<file path="src/rtl/vote_result_scanner.sv">
// Snapshots per-candidate vote tallies on start, scans them one per cycle and
// presents winner/tie/total under valid/ready. Optional LED hold: VRS_LED_HOLD_EN.
module vote_result_scanner #(
    parameter int NUM_CAND    = 4,
    parameter int CNT_W       = 8,
    parameter int HOLD_CYCLES = 10
) (
    input  logic                               clk,
    input  logic                               reset,
    input  logic                               start,
    input  logic [NUM_CAND*CNT_W-1:0]          cnt_flat,
    input  logic                               res_ready,
    output logic                               busy,
    output logic                               res_valid,
    output logic [$clog2(NUM_CAND)-1:0]        winner_idx,
    output logic [CNT_W-1:0]                   winner_cnt,
    output logic                               tie,
    output logic [CNT_W+$clog2(NUM_CAND)-1:0]  total,
    output logic [7:0]                         led
);

    localparam int IDX_W = $clog2(NUM_CAND);
    localparam int TOT_W = CNT_W + IDX_W;
    localparam int LED_W = (CNT_W < 8) ? CNT_W : 8;

    typedef enum logic [1:0] {IDLE, SCAN, PRESENT} state_t;

    state_t              state_q, state_d;
    logic [CNT_W-1:0]    snap_q [NUM_CAND];
    logic [IDX_W-1:0]    idx_q, idx_d;
    logic [CNT_W-1:0]    best_q, best_d;
    logic [IDX_W-1:0]    widx_q, widx_d;
    logic                tie_q, tie_d;
    logic [TOT_W-1:0]    total_q, total_d;
    logic                load_snap;
    logic                handshake;
    logic [CNT_W-1:0]    cur;
    logic [7:0]          led_q;

    // Low byte of a tally, zero-extended when tallies are narrower than 8 bits.
    function automatic logic [7:0] led_byte(input logic [CNT_W-1:0] v);
        logic [7:0] r;
        r = '0;
        r[LED_W-1:0] = v[LED_W-1:0];
        return r;
    endfunction

    always_comb begin
        state_d   = state_q;
        idx_d     = idx_q;
        best_d    = best_q;
        widx_d    = widx_q;
        tie_d     = tie_q;
        total_d   = total_q;
        load_snap = 1'b0;
        handshake = 1'b0;
        cur       = snap_q[idx_q];
        case (state_q)
            IDLE: begin
                if (start) begin
                    state_d   = SCAN;
                    load_snap = 1'b1;
                    idx_d     = '0;
                    best_d    = '0;
                    widx_d    = '0;
                    tie_d     = 1'b0;
                    total_d   = '0;
                end
            end
            SCAN: begin
                total_d = total_q + TOT_W'(cur);
                if (idx_q == '0) begin
                    best_d = cur;
                    widx_d = '0;
                    tie_d  = 1'b0;
                end else if (cur > best_q) begin
                    best_d = cur;
                    widx_d = idx_q;
                    tie_d  = 1'b0;
                end else if (cur == best_q) begin
                    // Lowest index keeps the win on equal tallies.
                    tie_d = 1'b1;
                end
                if (idx_q == IDX_W'(NUM_CAND - 1)) begin
                    state_d = PRESENT;
                    idx_d   = '0;
                end else begin
                    idx_d = idx_q + IDX_W'(1);
                end
            end
            PRESENT: begin
                if (res_ready) begin
                    handshake = 1'b1;
                    state_d   = IDLE;
                end
            end
            default: state_d = IDLE;
        endcase
    end

    always_ff @(posedge clk) begin
        if (!reset) begin
            state_q <= IDLE;
            idx_q   <= '0;
            best_q  <= '0;
            widx_q  <= '0;
            tie_q   <= 1'b0;
            total_q <= '0;
            for (int i = 0; i < NUM_CAND; i++) snap_q[i] <= '0;
        end else begin
            state_q <= state_d;
            idx_q   <= idx_d;
            best_q  <= best_d;
            widx_q  <= widx_d;
            tie_q   <= tie_d;
            total_q <= total_d;
            if (load_snap) begin
                for (int i = 0; i < NUM_CAND; i++) snap_q[i] <= cnt_flat[i*CNT_W +: CNT_W];
            end
        end
    end

`ifdef VRS_LED_HOLD_EN
    localparam int HOLD_W = $clog2(HOLD_CYCLES + 1);
    logic [HOLD_W-1:0] hold_q;

    // The hold counter runs on its own, so a new scan may overlap the display.
    always_ff @(posedge clk) begin
        if (!reset) begin
            led_q  <= 8'h00;
            hold_q <= '0;
        end else if (handshake) begin
            led_q  <= led_byte(best_q);
            hold_q <= HOLD_W'(HOLD_CYCLES - 1);
        end else if (hold_q != '0) begin
            hold_q <= hold_q - HOLD_W'(1);
        end else begin
            led_q <= 8'h00;
        end
    end

    assign led = (state_q == PRESENT) ? 8'h00 : led_q;
`else
    always_ff @(posedge clk) begin
        if (!reset) begin
            led_q <= 8'h00;
        end else begin
            led_q <= (state_d == PRESENT) ? led_byte(best_d) : 8'h00;
        end
    end

    assign led = led_q;
`endif

    assign busy       = (state_q != IDLE);
    assign res_valid  = (state_q == PRESENT);
    assign winner_idx = widx_q;
    assign winner_cnt = best_q;
    assign tie        = tie_q;
    assign total      = total_q;

endmodule
</file>
<file path="config.mk">
export PLATFORM = sky130hd
export DESIGN_NAME = vote_result_scanner
export DESIGN_NICKNAME = d
export VERILOG_FILES = /design/src/rtl/vote_result_scanner.sv
export SDC_FILE = /design/constraint.sdc
export NUM_CORES = 1
export LEC_CHECK = 0
export CAP_MARGIN = 15
export CORE_UTILIZATION = 46
export CTS_CLUSTER_SIZE = 12
export DETAILED_ROUTE_END_ITERATION = 6
export HOLD_SLACK_MARGIN = 0.15
export PLACE_DENSITY = 0.87
export SLEW_MARGIN = 30
export SYNTH_ARGS = -nofsm -noshare
export SYNTH_HDL_FRONTEND = slang
export SYNTH_SLANG_ARGS = --single-unit
</file>
<file path="constraint.sdc">
create_clock -name clk -period 2.6 [get_ports clk]
set_input_delay 0.52 -clock clk [delete_from_list [all_inputs] [get_ports clk]]
set_output_delay 0.52 -clock clk [all_outputs]
set_load 0.02 [all_outputs]
</file>
==> metrics.md, run 1 <==
| Metric | Value |
|---|---|
| Mean Syn Cell Area | around 11 µm² |
| Pwr dens | just under 600 nW/µm² |
| Initial core utilization | slightly below 50% |
| Top-count cell post-synth | nand2_1 |
| Clk slew on worst S/H paths | ~0.08 ns |
| Leading area contributor after synthesis | edfxtp_1 |
| WL met1 | between 3000 and 4000 µm |
| Post-route ant nets | 0 |
| Worst-path fanout max | 5 |
| Register area share after synthesis | 50.2% |
| CTS tree | yes |
| CP endpoint kind | register |
| Crit path DAT | around 2.8 ns |
| DRT Pass-1 Iters | 4 |
| CTS Buf Count | 9 |
| Peak VDD IR | ~0.00040 V |
| Routed length per instance | about 16 µm |
| Clk Latency, worst-skew pair | 0.35 ns |
| Hpwl dp | about 5200 µm |
| CP endpoint | winner_cnt[0] |
| Worst slew pin tran | roughly 0.73 ns |
| Cell Rows | 30 |
| # setup viols final | 0 |
| Iteration-0 DRC count of the detailed router | 221 |
| CP required | between 2 and 3 ns |
| Final Worst Setup Slack | about 0.05 ns |
| Netlist cell types | between 40 and 50 |
| Clock period minus worst slack | around 2.5 ns |
| Via-to-Cell Ratio | approximately 5.4 |
| YS warnings | 0 |
| Hold Buf Count CTS | 0 |
| Global-route wire length before repair | around 12000 µm |
| Reg2reg end | winner_cnt[0] |
| Full die area | roughly 7500 µm² |
| Layout cells sized above 1 | a little over an eighth |
| Synth top cells by count | 44 x nand2_1, 35 x dfxtp_1, 33 x and2_1, 32 x edfxtp_1, 20 x mux2i_1 |
| Non-filler cells in the finished layout | ~490 |
| Clock skew | 0.00830 ns |
| Share of the synthesized area in the top cell type | between 20% and 30% |
| Final #Nets | roughly 440 |
| Final Hold Viols | 0 |
| # clock sinks | 67 |
| Top_reg_cell synth | dfxtp_1 |
| Pleak | 1.70 nW |
| DR vias | 2624 |
| Ant diodes | 0 |
| Final period util | between 90 and 100% |
| Final Wtd Congestion | approximately 0.95 |
| Synth async-reset ratio | 0% |
| Worst Setup Start Kind | register |
| Slew margin rel. | between 50% and 60% |
| Post-synth EDFFs | 32 |
| Cells after Synth | slightly above 300 |
| Crit Path Category | register to register |
| Synth area leaders | edfxtp_1 29%, dfxtp_1 21%, ha_1 6.8% |
| Top layer used by detailed routing | met4 |
| Total GRT Usage | just over 20% |
| Core Area | between 6000 and 7000 µm² |
| Largest net degree at the start of global routing | 33 |
| Clk root buf | clkbuf_8 |
| Die Ht | between 80 and 90 µm |
| I/O Buffers | 66 |
| Slew Viols, Final | 0 |
| Fmax | roughly 0.39 GHz |
| Synthesis-stage register bit count | 67 |
| Routed wl met3 | around 510 µm |
| Syn nets | 361 |
| I/O pin total | 67 |
| Initial antenna violation count | 0 |
| DRC | 0 |
| Max Cap Violations | 0 |
| RSZ-0062 raised after global routing | true |
| Status | completed |
| Die W | approximately 87 µm |
| H-Tree Depth | 3 |
| WL final | ~7800 µm |
| Dpl ws | -0.121 ns |
| FF-to-FF setup slack | between 0.05 and 0.06 ns |
| Area grow syn2layout | 34.4% |
| Vias in the first global route | between 2k and 3k |
| Hold Path Class | register to register |
| CTS Buffer Depth | 2 |
| Total gr overflow | 0 |
| Worst r2r path cells | 8 |
| Detail Route met2 WL | between 3000 and 4000 µm |
| Cell area after synthesis | between 3000 and 4000 µm² |
| Placed cells | 467 |
-- worst min path at each step --
stage / start / to / slack (ns) / cells past startpoint
CTS: total[9] / total[9] / 0.47 / 2
detailed placement: total[9] / total[9] / 0.46 / 2
finish: winner_idx[1] / winner_idx[1] / 0.47 / 2
global route: winner_idx[0] / winner_idx[0] / 0.48 / 2
floorplan: idx_q[1] / winner_idx[1] / 0.46 / 2
global placement: winner_idx[1] / winner_idx[1] / 0.45 / 2
-- where the power goes --
part | switching, W | internal (W) | total [W]
clock | 0.000421 | 0.000536 | 0.000957
combinational | 0.000227 | 0.000229 | 0.000456
sequential | 0.0000353 | 0.00116 | 0.00120
-- per-stage QoR --
| step | util [%] | hold slack, ns | TNS (ns) | instance area (µm²) | power, W |
|---|---|---|---|---|---|
| 6_report | 64.8 | 0.467 | 0 | 4450 | 0.00261 |
| 5_1_grt | 64.8 | 0.482 | -0.0159 | 4450 | 0.00271 |
| 4_1_cts | 63.2 | 0.474 | 0 | 4340 | 0.00257 |
| 3_5_place_dp | 60.0 | 0.464 | -0.894 | 4120 | 0.00163 |
| 3_3_place_gp | 60.0 | 0.453 | 0 | 4120 | 0.00161 |
| 2_1_floorplan | - | 0.464 | 0 | 3310 | 0.00146 |
-- final cells by class --
type	count	area (µm²)
inverters	16	60.1
repair buffers	82	792
fillers	511	2420
clock inverters	7	92.6
multi-input cells	208	1600
well taps	96	120
flip-flops and latches	67	1670
clock buffers	9	124
-- placed cells by master, fill, tap and decap left out, drive strengths merged, types with 5 or more instances in the layout --
cell	synthesis	routed
a21oi	7	7
mux4	8	8
edfxtp	32	32
nand3	7	7
dfxtp	35	35
and2	33	33
buf	8	16
inv	16	16
clkdlybuf4s50	0	66
nand2b	5	5
ha	18	18
o21ai	11	11
nor2b	11	11
nor2	10	10
nand2	44	44
mux2i	20	20
clkbuf	7	9
-- critical path: stages, from the launching register on --
cell and delay (ns):
dfxtp_4 0.38, buf_6 0.13, mux4_2 0.51, ha_1 0.30
a21o_1 0.18, a211o_1 0.34, o221ai_2 0.24, buf_6 0.17
mux2i_1 0.22
-- state kept, by name, indices dropped and copies added (netlist names), named ones only --
| name | count |
|---|---|
| idx_q | 2 |
| led | 8 |
| snap_q | 32 |
| state_q | 2 |
| tie | 1 |
| total | 10 |
| winner_cnt | 8 |
| winner_idx | 2 |
-- what timing repair did --
| action | in CTS | in global routing |
|---|---|---|
| resized for setup | 3 | 17 |
| endpoints found under the hold margin | 0 | 0 |
| pin swaps | 0 | 3 |
| setup endpoints to repair | 21 | 21 |
| setup buffers | 0 | 2 |
-- routing by layer --
| metal | vias to the layer above | global-route usage [%] |
|---|---|---|
| met3 | 25 | 6.07 |
| met2 | 119 | 34.4 |
| met5 | - | 0 |
| met4 | 0 | 11.1 |
| li1 | 1227 | - |
| met1 | 1253 | 23.4 |
-- cell families (layout without fill, tap and decap cells) --
family	Yosys count	after routing	synth area share, %
compound gates	40	40	8.04
xor+xnor	1	1	0.264
fa+ha+maj	19	19	7.40
buf+inv	31	114	4.12
flops	67	67	50.2
mux	28	28	11.5
simple gates	120	120	18.5
(Power assumes the default switching activity.)
==> run 2: changes to the inputs <==
--- a/config.mk
+++ b/config.mk
@@ -5,12 +5,13 @@
 export SDC_FILE = /design/constraint.sdc
 export NUM_CORES = 1
 export LEC_CHECK = 0
+export ABC_AREA = 1
 export CAP_MARGIN = 15
-export CORE_UTILIZATION = 46
+export CORE_UTILIZATION = 47
 export CTS_CLUSTER_SIZE = 12
 export DETAILED_ROUTE_END_ITERATION = 6
 export HOLD_SLACK_MARGIN = 0.15
-export PLACE_DENSITY = 0.87
+export PLACE_DENSITY = 0.88
 export SLEW_MARGIN = 30
 export SYNTH_ARGS = -nofsm -noshare
 export SYNTH_HDL_FRONTEND = slang
==> run 2 against run 1 <==
Net effect:
- final cell count increased by 15%
- sequential share of layout area increased by 0.67 points
- critical endpoint is now total[9]
- combinational power increased by 21%
- setup slack improved by 0.11 ns
- first-iteration DRC count decreased by 25%
- via count increased by 5.3%
- total power increased by 1.8%
- die area decreased by 0.13%
- largest cell class unchanged
- synthesized cell count increased by 25%
- register-to-register slack improved by 0.11 ns
==> metrics.md, run 2 <==
| Metric | Value |
|---|---|
| Detail Route met2 WL | 3430 µm (was 3950 µm) |
| Clk Latency, worst-skew pair | 0.35 ns (about the same) |
| Clock share of power | 33.3% (was 36.6%) |
| Register area share after synthesis | 49.1% (was 50.2%) |
| Synth async-reset ratio | 0% (unchanged) |
| Leading area contributor after synthesis | edfxtp_1 (unchanged) |
| Final Wtd Congestion | 0.819 (was 0.951) |
| Netlist cell types | 37 (was 43) |
| CP endpoint kind | register (unchanged) |
| Clk root buf | clkbuf_8 (unchanged) |
| Mean Syn Cell Area | 8.83 µm² (was 10.8 µm²) |
| Internal power | 0.00189 W (was 0.00193 W) |
| Hpwl dp | 5420 µm (was 5230 µm) |
| Sw Pwr | 0.000767 W (was 0.000683 W) |
| Layout cells sized above 1 | 11.7% (was 13.1%) |
| Full die area | 7540 µm² (was 7550 µm²) |
| Pwr dens | 609 nW/µm² (was 587 nW/µm²) |
| Post-synthesis xor/xnor area fraction | 0.259% (was 0.264%) |
| Crit path cell chain | buf_4, nor2_1, o22ai_1, ha_1, a21o_1, nor2_1, nand2_1, nand3_1, nand2_1, nand2_1, o21ai_0, nand2_1, nor2_1 (was buf_6, mux4_2, ha_1, a21o_1, a211o_1, o221ai_2, buf_6, mux2i_1) |
| Synth area leaders | edfxtp_1 28%, dfxtp_1 21%, inv_1 7.3% (was edfxtp_1 29%, dfxtp_1 21%, ha_1 6.8%) |
| Via-to-Cell Ratio | 4.95 (was 5.41) |
| Worst Setup Start Kind | register (unchanged) |
| Fin util | 63.6% (was 64.8%) |
| H-Tree Depth | 3 (unchanged) |
| Synth Area in Compound Gates | 13.2% (was 8.04%) |
| Top reg by flops | snap_q (unchanged) |
| Finished Cell Area | 4370 µm² (was 4450 µm²) |
| Worst-path fanout max | 12 (was 5) |
| YS warnings | 0 (unchanged) |
| Pleak | 1.93 nW (was 1.70 nW) |
| CTS Buf Count | 9 (unchanged) |
| # clock sinks | 67 (unchanged) |
| I/O Buffers | 66 (unchanged) |
| Adder-Cell Fraction of Synth Area | 7.25% (was 7.40%) |
| Sw Share | 28.9% (was 26.1%) |
| Hold Path Class | register to register (unchanged) |
| Top_reg_cell synth | dfxtp_1 (unchanged) |
| Final #Nets | 512 (was 439) |
| Dpl ws | -0.0701 ns (was -0.121 ns) |
| Total GRT Usage | 20.7% (was 20.4%) |
| Synth top cells by count | 66 x inv_1, 51 x nor2_1, 47 x nand2_1, 41 x a21oi_1, 35 x dfxtp_1 (was 44 x nand2_1, 35 x dfxtp_1, 33 x and2_1, 32 x edfxtp_1, 20 x mux2i_1) |
| Top-count cell post-synth | inv_1 (was nand2_1) |
| Core Area | 6870 µm² (unchanged) |
| Initial core utilization | 49.2% (was 48.2%) |
| Crit path max-delay cell type | dfxtp_2 (was mux4_2) |
| Comb power frac | 20.8% (was 17.4%) |
| Die Ht | 86.8 µm (was 86.9 µm) |
| Max Cap Violations | 0 (unchanged) |
| DRC | 0 (unchanged) |
| # setup viols final | 0 (unchanged) |
| Slew Viols, Final | 0 (unchanged) |
| CP required | 2.85 ns (was 2.86 ns) |
| Cell Rows | 30 (unchanged) |
| Worst slew pin tran | 0.474 ns (was 0.731 ns) |
| Global-route wire length before repair | 11700 µm (was 11500 µm) |
| Fmax | 0.409 GHz (was 0.392 GHz) |
| CP most frequent cell | nand2_1 (was buf_6) |
| Largest register FFs | 32 (unchanged) |
| Ant diodes | 0 (unchanged) |
| Placed Area | 4120 µm² (about the same) |
| Routed wl met3 | 463 µm (was 514 µm) |
| I/O pin total | 67 (unchanged) |
| Area grow syn2layout | 29.2% (was 34.4%) |
| Crit Path Category | register to register (unchanged) |
| Most frequent cells in the layout | 66 x clkdlybuf4s50_1, 65 x inv_1, 51 x nor2_1 (was 66 x clkdlybuf4s50_1, 44 x nand2_1, 34 x dfxtp_1) |
| Total chip power | 0.00266 W (was 0.00261 W) |
| Routed length per instance | 12.8 µm (was 16.0 µm) |
| Slew margin rel. | 68.4% (was 51.2%) |
| Post-Synth Simple-Gate Area | 19.8% (was 18.5%) |
| Post-synth EDFFs | 32 (unchanged) |
| Post-route ant nets | 0 (unchanged) |
| CTS Buffer Depth | 2 (unchanged) |
| Largest family of logic cells by synthesized area | simple AND/OR/NAND/NOR gates (unchanged) |
| Top layer used by detailed routing | met4 (unchanged) |
| Syn nets | 438 (was 361) |
| Initial antenna violation count | 0 (unchanged) |
| Hold Buf Count CTS | 0 (unchanged) |
| Status | completed (unchanged) |
| Final Worst Setup Slack | 0.157 ns (was 0.0500 ns) |
| Synthesis-stage register bit count | 67 (unchanged) |
| Most common cell after layout, fill and taps aside | clkdlybuf4s50_1 (unchanged) |
| WL met1 | 3040 µm (was 3070 µm) |
| Cell area after synthesis | 3380 µm² (was 3310 µm²) |
| Peak VDD IR | 0.000372 V (was 0.000405 V) |
| Largest net degree at the start of global routing | 33 (unchanged) |
| DRT Pass-1 Iters | 4 (unchanged) |
| Final period util | 94.0% (was 98.1%) |
| Total gr overflow | 0 (unchanged) |
| Clock skew | 0.0143 ns (was 0.00830 ns) |
| Delay of the slowest critical-path stage | 0.47 ns (was 0.51 ns) |
| CTS tree | yes (unchanged) |
| FILL cells | 566 (was 511) |
| Clk slew on worst S/H paths | 0.07 ns (was 0.08 ns) |
| Hold slack | 0.475 ns (was 0.467 ns) |
| Cells after Synth | 383 (was 306) |
| Sequential share of power | 45.9% (about the same) |
| Iteration-0 DRC count of the detailed router | 166 (was 221) |
| WL final | 7150 µm (was 7770 µm) |
| Crit path DAT | 2.69 ns (was 2.81 ns) |
| Vias in the first global route | 2671 (was 2502) |
| Final Hold Viols | 0 (unchanged) |
| Clock period minus worst slack | 2.44 ns (was 2.55 ns) |
| Multiplexer share of the synthesized area | 0% (was 11.5%) |
| DR vias | 2764 (was 2624) |
| Die W | 86.8 µm (was 86.9 µm) |
| Share of the synthesized area in the top cell type | 28.4% (was 29.0%) |
==> run 2: cell types whose count changed in the layout (fill, tap and decap cells not counted), moves of 11 or more <==
| cell | change |
|---|---|
| inv_1 | +49 |
| nor2_1 | +41 |
| a21oi_1 | +38 |
| and2_1 | -33 |
| mux2i_1 | -20 |
| nor2b_1 | -11 |
| o21ai_0 | +11 |
==> run 2: through the flow <==
stage               cells  setup TNS (ns)
finish                558               0
global route          558        -0.00921
CTS                   557               0
detailed placement    541          -0.183
global placement      541               0
floorplan             383               0
==> run 2: kinds of logic (layout without fill, tap and decap cells) <==
family,after synthesis,in the layout
compound gates,79,79
xor+xnor,1,1
fa+ha+maj,19,19
buf+inv,79,158
flops,67,67
simple gates,138,138
==> run 2: final cells by class <==
cell class	count	area [µm²]	share of cell area, %
multi-input cells	237	1400	32.1
clock buffers	11	151	3.47
repair buffers	73	713	16.3
inverters	69	267	6.10
well taps	96	120	2.75
flip-flops and latches	67	1660	38.1
clock inverters	5	51.3	1.17
==> run 2: per-layer routing <==
metal,GRT usage [%],up-vias
li1,-,1408
met1,24.8,1217
met2,33.1,116
met3,5.71,23
met4,12.6,0
met5,0,-
==> run 2: path summary, 6_finish.rpt <==
kind / cells past startpoint / endpoint / slack, ns / start
hold reg to reg: 2 / winner_idx[0] / 0.48 / winner_idx[0]
setup / recovery: 13 / total[9] / 0.16 / register
hold / removal: 2 / winner_idx[0] / 0.48 / winner_idx[0]
setup reg to reg: 13 / total[9] / 0.16 / register
==> run 2: worst max-delay path, delay by kind of cell (launching register included) <==
kind            cells  cell delay, ns
simple gates        8            0.64
compound gates      3            0.67
flops               1            0.47
buf+inv             1            0.18
fa+ha+maj           1            0.38
==> run 2: power groups by stage <==
stage,sequential [W],clock [W],combinational [W]
2_1_floorplan,0.00125,0,0.000351
3_3_place_gp,0.00124,0,0.000514
3_5_place_dp,0.00124,0,0.000533
4_1_cts,0.00122,0.000888,0.000538
5_1_grt,0.00122,0.000944,0.000613
6_report,0.00122,0.000885,0.000554
==> run 2: what timing repair did <==
item,in CTS,in global routing
cloned,0,0
setup buffers,0,1
resized for setup,2,7
pin swaps,0,1
endpoints found under the setup margin,19,22
endpoints found under the hold margin,0,0
